File: src/rtl/reorder_buffer_pkg.sv
// Shared ROB constants and entry type codes used by the reorder buffer and its clients.
package reorder_buffer_pkg;

  localparam int unsigned ROBSIZE  = 3;
  localparam int unsigned ROB_ID_W = ROBSIZE + 1;

  typedef enum logic [1:0] {
    robtype_r    = 2'b00,
    robtype_b    = 2'b01,
    robtype_s    = 2'b10,
    robtype_exit = 2'b11
  } rob_type_e;

endpackage

File: src/rtl/reorder_buffer.sv
// In-order commit reorder buffer: circular entry array, CDB writeback, operand bypass,
// single-entry commit with mispredict flush and sticky exit.
module reorder_buffer
  import reorder_buffer_pkg::*;
#(
  parameter int unsigned ROB_DEPTH = 16
) (
  input  logic                clk,
  input  logic                rst,
  input  logic                rdy,
  input  logic                dec_valid,
  input  logic [1:0]          dec_type,
  input  logic [4:0]          dec_rd,
  input  logic [31:0]         dec_imm,
  input  logic [31:0]         dec_pc,
  input  logic                dec_ready_now,
  output logic                rob_full,
  output logic [ROB_ID_W-1:0] next_position,
  input  logic                cdb_valid,
  input  logic [ROB_ID_W-1:0] cdb_rob_id,
  input  logic [31:0]         cdb_value,
  input  logic                cdb_mispredict,
  input  logic [31:0]         cdb_target,
  input  logic [ROB_ID_W-1:0] q1_id,
  output logic                q1_ready,
  output logic [31:0]         q1_value,
  input  logic [ROB_ID_W-1:0] q2_id,
  output logic                q2_ready,
  output logic [31:0]         q2_value,
  output logic                commit_valid,
  output logic [4:0]          commit_rd,
  output logic [31:0]         commit_value,
  output logic [ROB_ID_W-1:0] commit_rob_id,
  output logic                commit_store,
  output logic                clear,
  output logic [31:0]         clear_pc,
  output logic                exit
);

  localparam int unsigned CNT_W = $clog2(ROB_DEPTH + 1);

  typedef logic [ROB_ID_W-1:0] id_t;

  logic [ROB_DEPTH-1:0] busy_q, ready_q, mispred_q;
  rob_type_e            type_q   [ROB_DEPTH];
  logic [4:0]           rd_q     [ROB_DEPTH];
  logic [31:0]          value_q  [ROB_DEPTH];
  logic [31:0]          target_q [ROB_DEPTH];

  id_t              head_q, head_d, tail_q, tail_d;
  logic [CNT_W-1:0] count_q, count_d;
  logic             exit_q, exit_d;

  rob_type_e dec_type_e, head_type;
  logic      commit_fire, exit_fire, dispatch_fire, cdb_fire, commit_out;
  logic      unused_pc;

  assign unused_pc  = ^dec_pc;
  assign dec_type_e = rob_type_e'(dec_type);
  assign head_type  = type_q[head_q];

  function automatic id_t wrap_inc(input id_t p);
    return (p == id_t'(ROB_DEPTH - 1)) ? '0 : p + 1'b1;
  endfunction

  // Head only commits once its ready bit is registered, giving the 1-cycle writeback-to-commit gap.
  assign commit_fire   = !rst && rdy && !exit_q && (count_q != '0) && ready_q[head_q];
  assign commit_valid  = commit_fire && (head_type == robtype_r);
  assign commit_store  = commit_fire && (head_type == robtype_s);
  assign clear         = commit_fire && (head_type == robtype_b) && mispred_q[head_q];
  assign exit_fire     = commit_fire && (head_type == robtype_exit);
  assign commit_out    = commit_valid || commit_store;

  assign commit_rd     = commit_out ? rd_q[head_q]     : '0;
  assign commit_value  = commit_out ? value_q[head_q]  : '0;
  assign commit_rob_id = commit_out ? head_q           : '0;
  assign clear_pc      = clear      ? target_q[head_q] : '0;

  assign rob_full      = (count_q == CNT_W'(ROB_DEPTH));
  assign next_position = tail_q;
  assign exit          = exit_q;

  assign dispatch_fire = rdy && dec_valid && !rob_full && !clear && !exit_q;
  assign cdb_fire      = rdy && cdb_valid && busy_q[cdb_rob_id];

  always_comb begin
    head_d  = head_q;
    tail_d  = tail_q;
    count_d = count_q;
    exit_d  = exit_q || exit_fire;
    if (clear) begin
      head_d  = '0;
      tail_d  = '0;
      count_d = '0;
    end else begin
      if (commit_fire)   head_d = wrap_inc(head_q);
      if (dispatch_fire) tail_d = wrap_inc(tail_q);
      case ({dispatch_fire, commit_fire})
        2'b10:   count_d = count_q + 1'b1;
        2'b01:   count_d = count_q - 1'b1;
        default: count_d = count_q;
      endcase
    end
  end

  always_comb begin
    q1_ready = 1'b0;
    q1_value = '0;
    q2_ready = 1'b0;
    q2_value = '0;
    if (!rst) begin
      if (cdb_valid && (cdb_rob_id == q1_id)) begin
        q1_ready = 1'b1;
        q1_value = cdb_value;
      end else if (ready_q[q1_id]) begin
        q1_ready = 1'b1;
        q1_value = value_q[q1_id];
      end
      if (cdb_valid && (cdb_rob_id == q2_id)) begin
        q2_ready = 1'b1;
        q2_value = cdb_value;
      end else if (ready_q[q2_id]) begin
        q2_ready = 1'b1;
        q2_value = value_q[q2_id];
      end
    end
  end

  always_ff @(posedge clk or posedge rst) begin
    if (rst) begin
      head_q    <= '0;
      tail_q    <= '0;
      count_q   <= '0;
      exit_q    <= 1'b0;
      busy_q    <= '0;
      ready_q   <= '0;
      mispred_q <= '0;
    end else begin
      head_q  <= head_d;
      tail_q  <= tail_d;
      count_q <= count_d;
      exit_q  <= exit_d;
      if (dispatch_fire) begin
        busy_q[tail_q]    <= 1'b1;
        ready_q[tail_q]   <= dec_ready_now || (dec_type_e == robtype_s) || (dec_type_e == robtype_exit);
        mispred_q[tail_q] <= 1'b0;
      end
      if (cdb_fire) begin
        ready_q[cdb_rob_id]   <= 1'b1;
        mispred_q[cdb_rob_id] <= cdb_mispredict;
      end
      if (commit_fire) begin
        busy_q[head_q]  <= 1'b0;
        ready_q[head_q] <= 1'b0;
      end
      if (clear) begin
        busy_q  <= '0;
        ready_q <= '0;
      end
    end
  end

  // Payload storage needs no reset: every read is qualified by a reset-cleared ready bit.
  always_ff @(posedge clk) begin
    if (dispatch_fire) begin
      type_q[tail_q]   <= dec_type_e;
      rd_q[tail_q]     <= dec_rd;
      value_q[tail_q]  <= dec_ready_now ? dec_imm : '0;
      target_q[tail_q] <= '0;
    end
    if (cdb_fire) begin
      value_q[cdb_rob_id]  <= cdb_value;
      target_q[cdb_rob_id] <= cdb_target;
    end
  end

endmodule

File: config.mk
export PLATFORM = sky130hd
export DESIGN_NAME = reorder_buffer
export DESIGN_NICKNAME = d
export VERILOG_FILES = /design/src/rtl/reorder_buffer_pkg.sv /design/src/rtl/reorder_buffer.sv
export SDC_FILE = /design/constraint.sdc
export NUM_CORES = 2
export LEC_CHECK = 0
export BUFFER_PORTS_ARGS = -buffer_cell sky130_fd_sc_hd__buf_2
export CELL_PAD_IN_SITES_DETAIL_PLACEMENT = 1
export CELL_PAD_IN_SITES_GLOBAL_PLACEMENT = 1
export CORE_AREA = 4 4 358 360
export CTS_CLUSTER_DIAMETER = 200
export DETAILED_ROUTE_END_ITERATION = 10
export DIE_AREA = 0 0 362 364
export PLACE_DENSITY = 0.78
export SYNTH_ARGS = -nofsm -noshare
export SYNTH_HDL_FRONTEND = slang
export SYNTH_SLANG_ARGS = --single-unit
File: constraint.sdc
create_clock -name clk -period 8.5 [get_ports clk]
set_input_delay 1.7 -clock clk [delete_from_list [all_inputs] [get_ports clk]]
set_output_delay 1.7 -clock clk [all_outputs]
set_load 0.005 [all_outputs]
==> results.md <==
Timing:
- The final total negative setup slack is 0 ps.
- The number of max-slew violations in the final report is 0.
- After layout, the worst path uses 79.0% of the clock period.
- Measured against its own limit, the worst slew margin works out to between 6 and 7%.
- At the pin with the least slew margin, the transition time is 1400 ps.
- Across the routed clock network, the largest skew measured is roughly 43 ps.
- The final-report hold violation count is 0.
- For this run, the top clock speed supported by timing is 149 MHz.
- Setup repair after global routing left no endpoint under its margin.
- The tightest hold path in the finished design has a slack of 502 ps.
- Setup violations remaining at the end of the flow were counted as 0.
- The minimum period implied by the final worst setup slack is 6720 ps.

Floorplanning:
- The y dimension of the die is 364 um.
- The floorplan step set the die width to 362 um.
- The area inside the core boundary is 0.125 sq mm.
- The cell row count is 130.
- The die covers 0.132 sq mm.
- In this run the count of I/O pins placed on the die edge is approximately 300.
- The initial utilization of the core area, before any placement, comes to about half.

Yosys:
- The post-synthesis adder-cell area fraction is 0.193%.
- The synthesized netlist contains 56 unique library cells.
- The synthesized netlist occupies a cell area of roughly 0.065 sq mm.
- Measured against the total synthesized area, the mux share comes to 24.2%.
- By area the synthesized netlist is led by edfxtp_1 (53%), mux4_2 (24%), nand2_1 (4.3%).
- The cell count after synthesis is about 4.7k.
- The count of flip-flops with a built-in enable after synthesis is between 1k and 1.5k.
- The fraction of the mapped netlist area in compound gates is 5.82%.
- During synthesis, Yosys emitted a total of 0 warnings.
- Sorting the synthesized cells by how often they occur yields edfxtp_1 (1136), nand2_1 (743), mux4_2 (696).
- The synthesized netlist devotes 11.0% of its cell area to simple gates.
- The share of synthesized flip-flops with an asynchronous set or reset is 5.18%.
- Yosys instantiated no cell more often than edfxtp_1.
- The share of the synthesized area in the top cell type is 52.7%.
- By area, the combinational part of the netlist is dominated by multiplexers.
- When the netlist entered floorplanning its net count stood at between 4k and 5k.
- The number of synthesized register bits is roughly 1.2k.
- Summing the areas of all xor and xnor instances in the mapped netlist gives 0.149% of the synthesized area.
- The predominant post-synthesis flop cell is edfxtp_1.
- The share of the Yosys chip area taken by registers is 55.1%.
- The average instance in the mapped netlist occupies 13.9 sq um.
- The most area-hungry cell type in the Yosys netlist is edfxtp_1.

Final layout:
- The net count of the finished layout is 4783.
- The area growth from synthesis to final layout is 10.6%.
- The fraction of the core area covered by cells at the end of the flow is a little under three fifths.
- The post-route netlist has 28.0% of its cells at a drive strength greater than 1.
- The count of placed standard cells in the final layout, fillers left out is 6390.

Power:
- The share of power burned in registers is 39.9%.
- The analysis attributes to net switching a power of about 5600 uW.
- In this run the power density over the cells is between 200 and 300 mW/mm^2.
- The cell leakage power is roughly 0.025 uW.
- The share of total power in the clock network is 32.8%.
- The largest voltage drop on the vdd net is between 0.0002 and 0.00025 V.
- The internal cell power is between 10000 and 15000 uW.
- The switching share of total power is ~31%.
- Of the total power, combinational logic draws a little over a quarter.

Critical path:
- The type of destination of the critical path is an output pin.
- STA puts the critical path data required time at 6800 ps.
- The nature of the critical path startpoint is an input pin.
- The launch point of the worst path is q1_id[0].
- The critical path arrival is 5020 ps.
- Along the worst path, the maximum fanout reaches 54.
- The startpoint identified for the worst register-to-register timing path is head_q[1].
- The type of the setup path with the least slack is in -> out.

GRT:
- The via count of the first global-routing pass is between 40k and 50k.
- Global routing finished with a remaining overflow of 0.
- Across every metal layer, demand over resource in global routing totals 35.1%.
- The number of antenna violations at the first check in global routing is 31.
- Entering global routing, the biggest net connects a little over 100 pins.
- The first global-routing pass estimated around 340000 um of wire.

Run:
- The number of max-capacitance violations reported is 0.

Hold path:
- In this run the most critical hold path is launched from busy_q[12].
- The min-delay analysis places its worst path in the category reg -> reg.

Route:
- In the final routed layout, each cell accounts on average for 36.2 um.
- Summed over all layers, the routed wires come to 232000 um.
- The number of nets still failing antenna checks after routing is 0.
- The first-pass iteration count of the detailed router is 6.
- After detailed routing, the number of remaining DRC violations is 0.
- The DRC violation total after the first TritonRoute iteration is 6979.
- In the routed layout, each cell is associated on average with a via count of 7.26.
- The final route contains 46.4k vias.

CTS:
- The clock root buffer master is clkbuf_16.
- Buffers inserted to repair hold after CTS numbered 0.
- The maximum number of buffers from clock root to sink is 3.
- The number of cells upsized or downsized after cts is 0.
- The number of CTS-inserted buffers is 135.
- The latest clock arrival within the worst-skew pair is around 800 ps.
- The clock-pin slew reported for the worst setup and hold paths after clock tree synthesis is 60 ps.
- The clock net in this run drives a total of roughly 1.2k sinks.
- TritonCTS built the clock tree.
- The number of setup buffers added after CTS is 0.
- The H-tree depth is 4.

Place:
- The detailed placement HPWL is between 100000 and 150000 um.
- Counting tap cells, the placed design contains a total of 6132 instances.
- The routability congestion estimate is 0.869.
- The port buffer count is 269.

Status:
- The run finished with clean final reports.
## stage by stage
stage	setup WS [ps]	power, uW	area (sq um)
floorplan	839	10500	64800
global placement	1910	12000	67200
detailed placement	1870	12100	67200
CTS	1850	18000	71600
global route	1700	18500	71600
finish	1780	18000	71700
## power by group through the flow
| stage | logic (uW) | clock network, uW | registers (uW) |
|---|---|---|---|
| after floorplan | 3420 | 0 | 7080 |
| after global placement | 4750 | 0 | 7250 |
| after detailed placement | 4840 | 0 | 7300 |
| after CTS | 4880 | 5930 | 7180 |
| after global routing | 5120 | 6200 | 7220 |
| final | 4910 | 5900 | 7190 |
## cell families after synthesis
logic type               Yosys count
multiplexers                     696
AO/OA/AOI/OAI                    707
AND/OR/NAND/NOR                 1451
adder cells (fa/ha/maj)           10
XOR/XNOR                          11
buffers and inverters            601
flip-flops                      1198
## area by class of cell
cell class,count,area (sq um)
fill,11800,53400
tap,1650,2060
clock inverter,78,795
multi-input combinational,2875,27100
sequential,1198,35700
inverter,45,174
antenna,16,40.0
clock buffer,164,3580
timing repair buffer,364,2230
## layer usage
layer	up-vias	track usage, %	routed length, um	share of wire, %
met4	24	20.0	14400	6.2
met1	24100	43.8	79700	34
met5	-	0	242	0.10
met2	3341	57.1	112000	48
li1	18100	-	-	-
met3	833	8.10	25400	11
## state kept, by name, summed over array words and instances (netlist names), 5 cells and up
name / cells
rd_q: 80
ready_q: 16
mispred_q: 16
target_q: 512
count_q: 5
busy_q: 16
type_q: 32
value_q: 512
## final timing paths
check,depth (start not counted),to,slack [ps]
worst max register to register,8,target_q[15][27],2660
worst max-delay path,7,q1_value[13],1780
max in group asynchronous,3,head_q[0],6320
worst min-delay path,2,busy_q[12],500
worst min register to register,2,busy_q[12],500
min in group asynchronous,2,exit,1120
## cell usage in the layout, fill, tap and decap left out, drive strengths merged, types with 6 or more instances in the layout
master	Yosys	routed
edfxtp	1136	1136
nand2	743	743
mux4	696	696
o21ai	532	532
and3	432	432
buf	113	364
and2	166	166
clkbuf	443	164
a21oi	99	99
dfrtp	62	62
clkinv	0	55
inv	45	52
nor2	30	30
nand3	25	25
a31oi	21	21
nand4	17	17
diode	0	16
o31ai	16	16
nor3	13	13
bufinv	0	11
ha	10	10
xor2	9	9
a31o	8	8
nor2b	6	6
## critical path, cell delays in order
cell	delay (ps)
buf_8	480
mux4_2	600
mux4_2	520
o21ai_4	880
buf_4	400
a21oi_1	130
buf_2	160
Note: power is estimated with default switching activity, not from simulation.
